==> config.mk <==
export PLATFORM = sky130hd
export DESIGN_NAME = serial_link
export DESIGN_NICKNAME = d
export VERILOG_FILES = /design/src/rtl/serial_link_pkg.sv /design/src/rtl/link_sync.sv /design/src/rtl/serial_link.sv
export SDC_FILE = /design/constraint.sdc
export NUM_CORES = 1
export LEC_CHECK = 0
export ABC_AREA = 1
export BUFFER_PORTS_ARGS = -buffer_cell sky130_fd_sc_hd__buf_2
export CAP_MARGIN = 20
export CORE_MARGIN = 2
export CORE_UTILIZATION = 49
export DETAILED_ROUTE_END_ITERATION = 6
export PLACE_DENSITY = 0.75
export SYNTH_ARGS = -nofsm -noshare
export SYNTH_HDL_FRONTEND = slang
export SYNTH_HIERARCHICAL = 1
export SYNTH_SLANG_ARGS = --single-unit
==> constraint.sdc <==
create_clock -name clk -period 1.39 [get_ports clk]
set_input_delay 0.139 -clock clk [delete_from_list [all_inputs] [get_ports clk]]
set_output_delay 0.139 -clock clk [all_outputs]
set_load 0.01 [all_outputs]
==> src/rtl/serial_link_pkg.sv <==
// Shared constants and types for the serial link port (SB/SC registers).
package serial_link_pkg;

  localparam int          SERIAL_CLK_DIV = 512;
  localparam logic [15:0] SB_ADDR        = 16'hFF01;
  localparam logic [15:0] SC_ADDR        = 16'hFF02;

  typedef enum logic [1:0] {
    ST_IDLE,
    ST_LOW,
    ST_HIGH,
    ST_DONE
  } serial_state_t;

  // SC readback: unused bits read as ones.
  function automatic logic [7:0] sc_value(input logic busy, input logic clk_sel);
    return {busy, 6'b111111, clk_sel};
  endfunction

endpackage

==> src/rtl/link_sync.sv <==
// Two-flop synchronizer with rising/falling edge detect on the synchronized value.
module link_sync #(
  parameter logic RESET_VAL = 1'b1
) (
  input  logic clk,
  input  logic rst,
  input  logic d_i,
  output logic q_o,
  output logic rise_o,
  output logic fall_o
);

  logic meta_q;
  logic sync_q;
  logic prev_q;

  // NOTE: non-blocking assignments make all three flops sample the pre-edge
  // values, so the chain really is three stages deep rather than collapsing.
  always_ff @(posedge clk or posedge rst) begin
    if (rst) begin
      meta_q <= RESET_VAL;
      sync_q <= RESET_VAL;
      prev_q <= RESET_VAL;
    end else begin
      meta_q <= d_i;
      sync_q <= meta_q;
      prev_q <= sync_q;
    end
  end

  assign q_o    = sync_q;
  assign rise_o = sync_q & ~prev_q;
  assign fall_o = ~sync_q & prev_q;

endmodule

==> src/rtl/serial_link.sv <==
// Serial link port: SB shift register, SC control, internal/external bit clock.
// Define SERIAL_EXT_CLK_EN to build the external (peer-clocked) mode.
module serial_link
  import serial_link_pkg::*;
#(
  parameter int CLK_DIV = SERIAL_CLK_DIV
) (
  input  logic       clk,
  input  logic       rst,
  input  logic [7:0] wdata,
  input  logic       sb_wr,
  input  logic       sc_wr,
  output logic [7:0] sb,
  output logic [7:0] sc,
  output logic       serial_int,
  output logic       sclk_out,
  output logic       sclk_oe,
  input  logic       sclk_in,
  output logic       sout,
  input  logic       sin
);

  localparam int               HALF       = CLK_DIV / 2;
  localparam int               CNT_W      = $clog2(HALF);
  localparam logic [CNT_W-1:0] PHASE_LAST = CNT_W'(HALF - 1);

`ifdef SERIAL_EXT_CLK_EN
  localparam logic CLK_SEL_RST = 1'b0;
`else
  localparam logic CLK_SEL_RST = 1'b1;
`endif

  serial_state_t    state_q, state_d;
  logic [7:0]       sb_q, sb_d;
  logic             clk_sel_q, clk_sel_d;
  logic             sout_q, sout_d;
  logic             sclk_q, sclk_d;
  logic [CNT_W-1:0] cnt_q, cnt_d;
  logic [3:0]       bit_q, bit_d;

  logic sin_s;
  logic ext_mode;
  logic ext_rise;
  logic ext_fall;
  logic phase_end;
  logic abort;
  logic unused_sin_rise;
  logic unused_sin_fall;

  link_sync #(.RESET_VAL(1'b1)) u_sin_sync (
    .clk    (clk),
    .rst    (rst),
    .d_i    (sin),
    .q_o    (sin_s),
    .rise_o (unused_sin_rise),
    .fall_o (unused_sin_fall)
  );

`ifdef SERIAL_EXT_CLK_EN
  logic unused_sclk_s;

  link_sync #(.RESET_VAL(1'b1)) u_sclk_sync (
    .clk    (clk),
    .rst    (rst),
    .d_i    (sclk_in),
    .q_o    (unused_sclk_s),
    .rise_o (ext_rise),
    .fall_o (ext_fall)
  );

  assign ext_mode = ~clk_sel_q;
`else
  logic unused_sclk_in;

  assign unused_sclk_in = sclk_in;
  assign ext_rise       = 1'b0;
  assign ext_fall       = 1'b0;
  assign ext_mode       = 1'b0;
`endif

  assign abort = sc_wr & ~wdata[7];

  // NOTE: every always_comb output gets a default first so no path can
  // leave one unassigned and infer a latch.
  always_comb begin
    state_d   = state_q;
    sb_d      = sb_q;
    clk_sel_d = clk_sel_q;
    sout_d    = sout_q;
    sclk_d    = sclk_q;
    cnt_d     = cnt_q;
    bit_d     = bit_q;
    phase_end = 1'b0;

    unique case (state_q)
      ST_IDLE, ST_DONE: begin
        state_d = ST_IDLE;
        if (sb_wr) sb_d = wdata;
        if (sc_wr) begin
`ifdef SERIAL_EXT_CLK_EN
          clk_sel_d = wdata[0];
`else
          clk_sel_d = 1'b1;
`endif
          if (wdata[7]) begin
            // sb_d already carries a same-cycle SB write.
            state_d = ST_LOW;
            bit_d   = 4'd0;
            cnt_d   = '0;
            sout_d  = sb_d[7];
            sclk_d  = ~clk_sel_d;
          end
        end
      end

      ST_LOW: begin
        cnt_d     = cnt_q + 1'b1;
        phase_end = ext_mode ? ext_rise : (cnt_q == PHASE_LAST);
        if (abort) begin
          state_d = ST_IDLE;
          sout_d  = 1'b1;
          sclk_d  = 1'b1;
          cnt_d   = '0;
        end else if (phase_end) begin
          state_d = ST_HIGH;
          sclk_d  = 1'b1;
          sb_d    = {sb_q[6:0], sin_s};
          bit_d   = bit_q + 4'd1;
          cnt_d   = '0;
        end
      end

      ST_HIGH: begin
        cnt_d = cnt_q + 1'b1;
        // A peer clock need not fall again after the eighth bit.
        phase_end = ext_mode ? (ext_fall || bit_q == 4'd8) : (cnt_q == PHASE_LAST);
        if (abort) begin
          state_d = ST_IDLE;
          sout_d  = 1'b1;
          sclk_d  = 1'b1;
          cnt_d   = '0;
        end else if (phase_end) begin
          cnt_d = '0;
          if (bit_q == 4'd8) begin
            state_d = ST_DONE;
            sout_d  = 1'b1;
            sclk_d  = 1'b1;
          end else begin
            state_d = ST_LOW;
            sout_d  = sb_q[7];
            sclk_d  = ext_mode;
          end
        end
      end

      default: state_d = ST_IDLE;
    endcase
  end

  always_ff @(posedge clk or posedge rst) begin
    if (rst) begin
      state_q   <= ST_IDLE;
      sb_q      <= 8'h00;
      clk_sel_q <= CLK_SEL_RST;
      sout_q    <= 1'b1;
      sclk_q    <= 1'b1;
      cnt_q     <= '0;
      bit_q     <= 4'd0;
    end else begin
      state_q   <= state_d;
      sb_q      <= sb_d;
      clk_sel_q <= clk_sel_d;
      sout_q    <= sout_d;
      sclk_q    <= sclk_d;
      cnt_q     <= cnt_d;
      bit_q     <= bit_d;
    end
  end

  assign sb         = sb_q;
  assign sc         = sc_value((state_q == ST_LOW) || (state_q == ST_HIGH), clk_sel_q);
  assign serial_int = (state_q == ST_DONE);
  assign sclk_out   = sclk_q;
  assign sclk_oe    = clk_sel_q;
  assign sout       = sout_q;

endmodule

### Word-level counts from Yosys, hierarchy flattened

Index checks and enable logic that the tools add are counted.

* bits in latches: 0
* register bits after elaboration: 26
* logic and storage cells: 75
* memories kept: 0
* output and inout port bits: 20
* input bits: 14
* bits in writable memories: 0
* ROM bits: 0

* divide/modulo/power cells: 0
* $mul: 0
* bitwise operators: 2
* reductions and logical operators: 12
* equal/unequal tests: 13
* muxes and demuxes: 37
* shift-type cells: 0
* $lt $le $gt $ge: 0
* add/sub/neg operators: 2

Operator list (number)
* 8-bit 2-to-1 mux: 7
* 8-bit one-hot mux with 2 select lines: 2
* 4-bit 2-to-1 mux: 4
* 1-bit 2-to-1 mux: 15
* 2-bit != test (second input constant): 6
* 4-bit AND reduction: 3
* 2-bit 2-to-1 mux: 5
* 8-bit by 1-bit adder with 8-bit output (second input constant): 1
* 8-bit == test (second input constant): 1
* 4-bit one-hot mux with 2 select lines: 1
* 3-bit != test (second input constant): 2
* 1-bit one-hot mux with 3 select lines: 2
* 2-bit one-hot mux with 3 select lines: 1
* 5-bit AND reduction: 1
* 4-bit by 1-bit adder with 4-bit output (second input constant): 1
* 2-bit == test (second input constant): 2
* 4-bit == test (second input constant): 1
* 2-bit AND reduction: 2
* 2-bit OR reduction: 2
* 3-bit AND reduction: 1
* 2-bit by 1-bit == test with 1-bit output (second input constant): 1
* 2-bit logical NOT: 1
* 2-bit nonzero test: 1
* 1-bit AND: 1
* other kinds (2): 2

### Longest topological paths before layout

* depth in word-level cells: 5
* gate-level depth with buffers: 9
* depth with buffers taken out: 9

### Modules after synthesis

Netlist, hierarchy kept.

Modules (own cells, without submodules)
* serial_link: area each 1625.3 um^2, instances 1, cells each 216
* link_sync: area each 97.6 um^2, instances 1, cells each 8

### Least setup slack after synthesis

OpenSTA, ideal clock, no wires.

* kind: register to register
* start: register state_q[0]
* end: register sb_q[3], in the netlist sb[3]
* setup slack: -0.110 ns
* clock period less this slack: 1.500 ns
* buffers on the path: 2
* required time: 1.273 ns
* arrival: 1.383 ns
* cell stages (with the launch flop): 10
* cell sequence: dfrtp_1 inv_1 ha_1 buf_4 inv_2 or2_0 buf_6 nand2_4 nand2_1 nand2_1

* cells in the longest elaborated chain, start to end: 4
* elaborated cells on any way between the ends: 10
* classes of those cells: 5 x eq/ne; 1 x mux; 4 x reduce/logical

Ends and longest elaborated chain
* start, declared: RTL line serial_link.sv:33 `serial_state_t state_q, state_d;`
* start signal, assigned: RTL line serial_link.sv:170 `state_q <= state_d;`
* 2-bit == test or 2-bit logical NOT (tied branches): RTL line serial_link.sv:95 `unique case (state_q)`
* 2-bit OR reduction: RTL line serial_link.sv:95
* 2-bit != test (no source line) or 2-bit nonzero test (tied branches)
* 4-bit AND reduction (no source line)
* end signal, assigned: RTL line serial_link.sv:163 `sb_q <= 8'h00;`
* end signal, assigned: RTL line serial_link.sv:171 `sb_q <= sb_d;`
* end, declared: RTL line serial_link.sv:34 `logic [7:0] sb_q, sb_d;`

Several ways; a longest one is shown, not always the timed one.
A chain may end at the register's enable or synchronous reset.

### Worst setup path in the final report

* start: register state_q[1]
* end: output sc[7]

* cells in the longest elaborated chain, start to end: 2
* elaborated cells on any way between the ends: 3
* classes of those cells: 2 x eq/ne; 1 x reduce/logical

Ends and longest elaborated chain
* 2-bit by 1-bit == test with 1-bit output or 2-bit == test (tied branches)
* 1-bit logical OR (*): RTL line serial_link.sv:181 `assign sc = sc_value((state_q == ST_LOW) || (state_q == ST_HIGH), clk_sel_q);`
* end, declared: RTL line serial_link.sv:14 `output logic [7:0] sc,`

Every way passes the cells marked *; elsewhere a longest branch is shown, timed or not.

==> results.toml <==
[synthesis]
synth_warnings = 6
syn_inst = 219
syn_area_per_cell_sq_um = 7.68
syn-cell-area_sq_mm = 0.00168

[setup_path]
worst_setup_path_start_kind = "register"
worstSetupEndpointType = "output pin"
cp.required_ns = 1.25
crit-reg2reg-launch = "state_q[1]"
reg2reg_to = "cnt_q[1]"
crit_fanout = 4
crit_type = "register to output pin"
rrSetupSlack_ns = -0.12
worstPathArrival_ns = 1.39
reg2regPathDepth = 6

[routing]
m1WireLength_microns = 1670
met2_length_microns = 1990
wl_met3_microns = 125
wl_per_cell_microns = 12.5
drtIter0Drc = 61
ant_nets = 0
wl_microns = 3910
vias = 1568
top_layer_used = "met4"
drc = 0
first_pass_iters = 5
avgViaCountPerCell = 5.01

[timing]
grt_setup_unrepaired = "yes"
clock_skew_ns = 0.00521
fmax_mhz = 654
timing.final.ws_setup_ns = -0.138
drv_slew = 0
setup-violations-final = 21
period_needed_ns = 1.53
post-route-period-util = 1.10
fin_tns_setup_ns = -1.61
hold_violations = 0

[layout]
drive_above_1_share = 0.360
fin_nets = 288
area_growth_pct = 28.5
n_antenna_cell = 0
fin_cells = 313
regArea_sq_um = 656
multi_input_area_sq_um = 935
design_area_sq_mm = 0.00216
fill_cells = 281
final_util = 0.653

[placed_design]
placed_area_sq_mm = 0.00191
dpl.cell_count = 299
gp_congestion = 0.894
place_hpwl_microns = 2580
io_buffers = 24

[grt]
grt_pass1_wl_microns = 6490
grt_pass1_vias = 1509
grt_max_degree = 25
globalRouteTotalUtil = 0.208
antenna_found_initial = 0
grt_overflow = 0

[clocking]
clockBufferDepth = 2
cts_tree = "built"
cts_htree_levels = 1
cts_buffers = 3
cts.clk_slew.worst_paths_ns = 0.15
cts.sinks = 26
clk_latency_ns = 0.33
clockRootBuffer = "clkbuf_4"

[hold_path]
hp-class = "input pin to register"
holdPathEnd = "sb[5]"
worstHoldPathCells = 5
hold_start = "wdata[5]"

[die]
coreArea_sq_mm = 0.00331
initial_core_util = 0.508
num_rows = 21
num_io_pins = 34
die_h_microns = 62.6
die_area_sq_mm = 0.00392
dieWidth_microns = 62.6

[job]
max-cap-violations = 0

[run_status]
violations = "negative setup slack"
status = "finished, violations left"

[power]
ir_drop_mv = 1.57
p_leak_nw = 1.11
powerDensity_mw_per_mm2 = 2150
## critical path, stage by stage (launching register included)
cell and delay [ns]:
dfrtp_1 0.45, ha_4 0.34, inv_6 0.03, buf_6 0.11, buf_6 0.11
## placed cells by master, fill, tap and decap left out, types with 6 or more instances in the layout
master,count
nand2_1,70
nand3_2,14
dfrtp_1,22
conb_1,8
nand3_1,20
nor2_1,6
buf_4,18
buf_6,8
inv_1,17
buf_2,22
## timing repair
action,4_1_cts,5_1_grt
gates resized for setup,16,23
setup endpoints to repair,25,26
hold buffers,2,0
pin swaps,4,11
endpoints found under the hold margin,25,0
setup buffers,3,5
## through the flow
stage | hold slack, ns | setup WS [ns] | total power, mW
5_1_grt | 0.144 | -0.166 | 5.00
3_3_place_gp | 0.172 | -0.107 | 3.46
6_report | 0.145 | -0.138 | 4.64
3_5_place_dp | 0.172 | -0.158 | 3.51
2_1_floorplan | 0.0505 | -0.0556 | 2.88
4_1_cts | 0.147 | -0.0949 | 4.21
## flip-flops by register name (all words and copies together) (netlist names)
signal             cells
cnt_q                  8
sout                   1
state_q                2
sb                     8
bit_q                  4
sclk_out               1
u_sin_sync/meta_q      1
u_sin_sync/q_o         1
## final cells by class
type                            instances  share of cell area
Inverter                               23              0.0446
Tap cell                               46              0.0266
Sequential cell                        26               0.303
Timing Repair Buffer                   52               0.181
Clock buffer                            4              0.0122
Multi-Input combinational cell        162               0.433
## where the power goes
| part | internal (mW) | leakage [nW] | switching [mW] |
|---|---|---|---|
| combinational | 1.45 | 0.761 | 1.67 |
| sequential | 0.988 | 0.336 | 0.177 |
| clock | 0.113 | 0.0150 | 0.240 |
| total | 2.55 | 1.11 | 2.09 |
## worst max path at each step
stage | startpoint | to | slack [ns] | cells past startpoint
after floorplan | state_q[0] | sb[2] | -0.06 | 9
after global placement | state_q[0] | sb[0] | -0.11 | 7
after detailed placement | state_q[1] | sb[3] | -0.16 | 6
after CTS | state_q[1] | sc[7] | -0.09 | 4
after global routing | state_q[1] | sc[7] | -0.17 | 4
final | state_q[1] | sc[7] | -0.14 | 4
## metal layers
layer  track usage  vias up
met2         0.352       35
met1         0.252      743
met4         0.125        0
met3        0.0270       10
li1              -      780
met5             0        -
No activity file was read; power rests on OpenSTA's default activity.
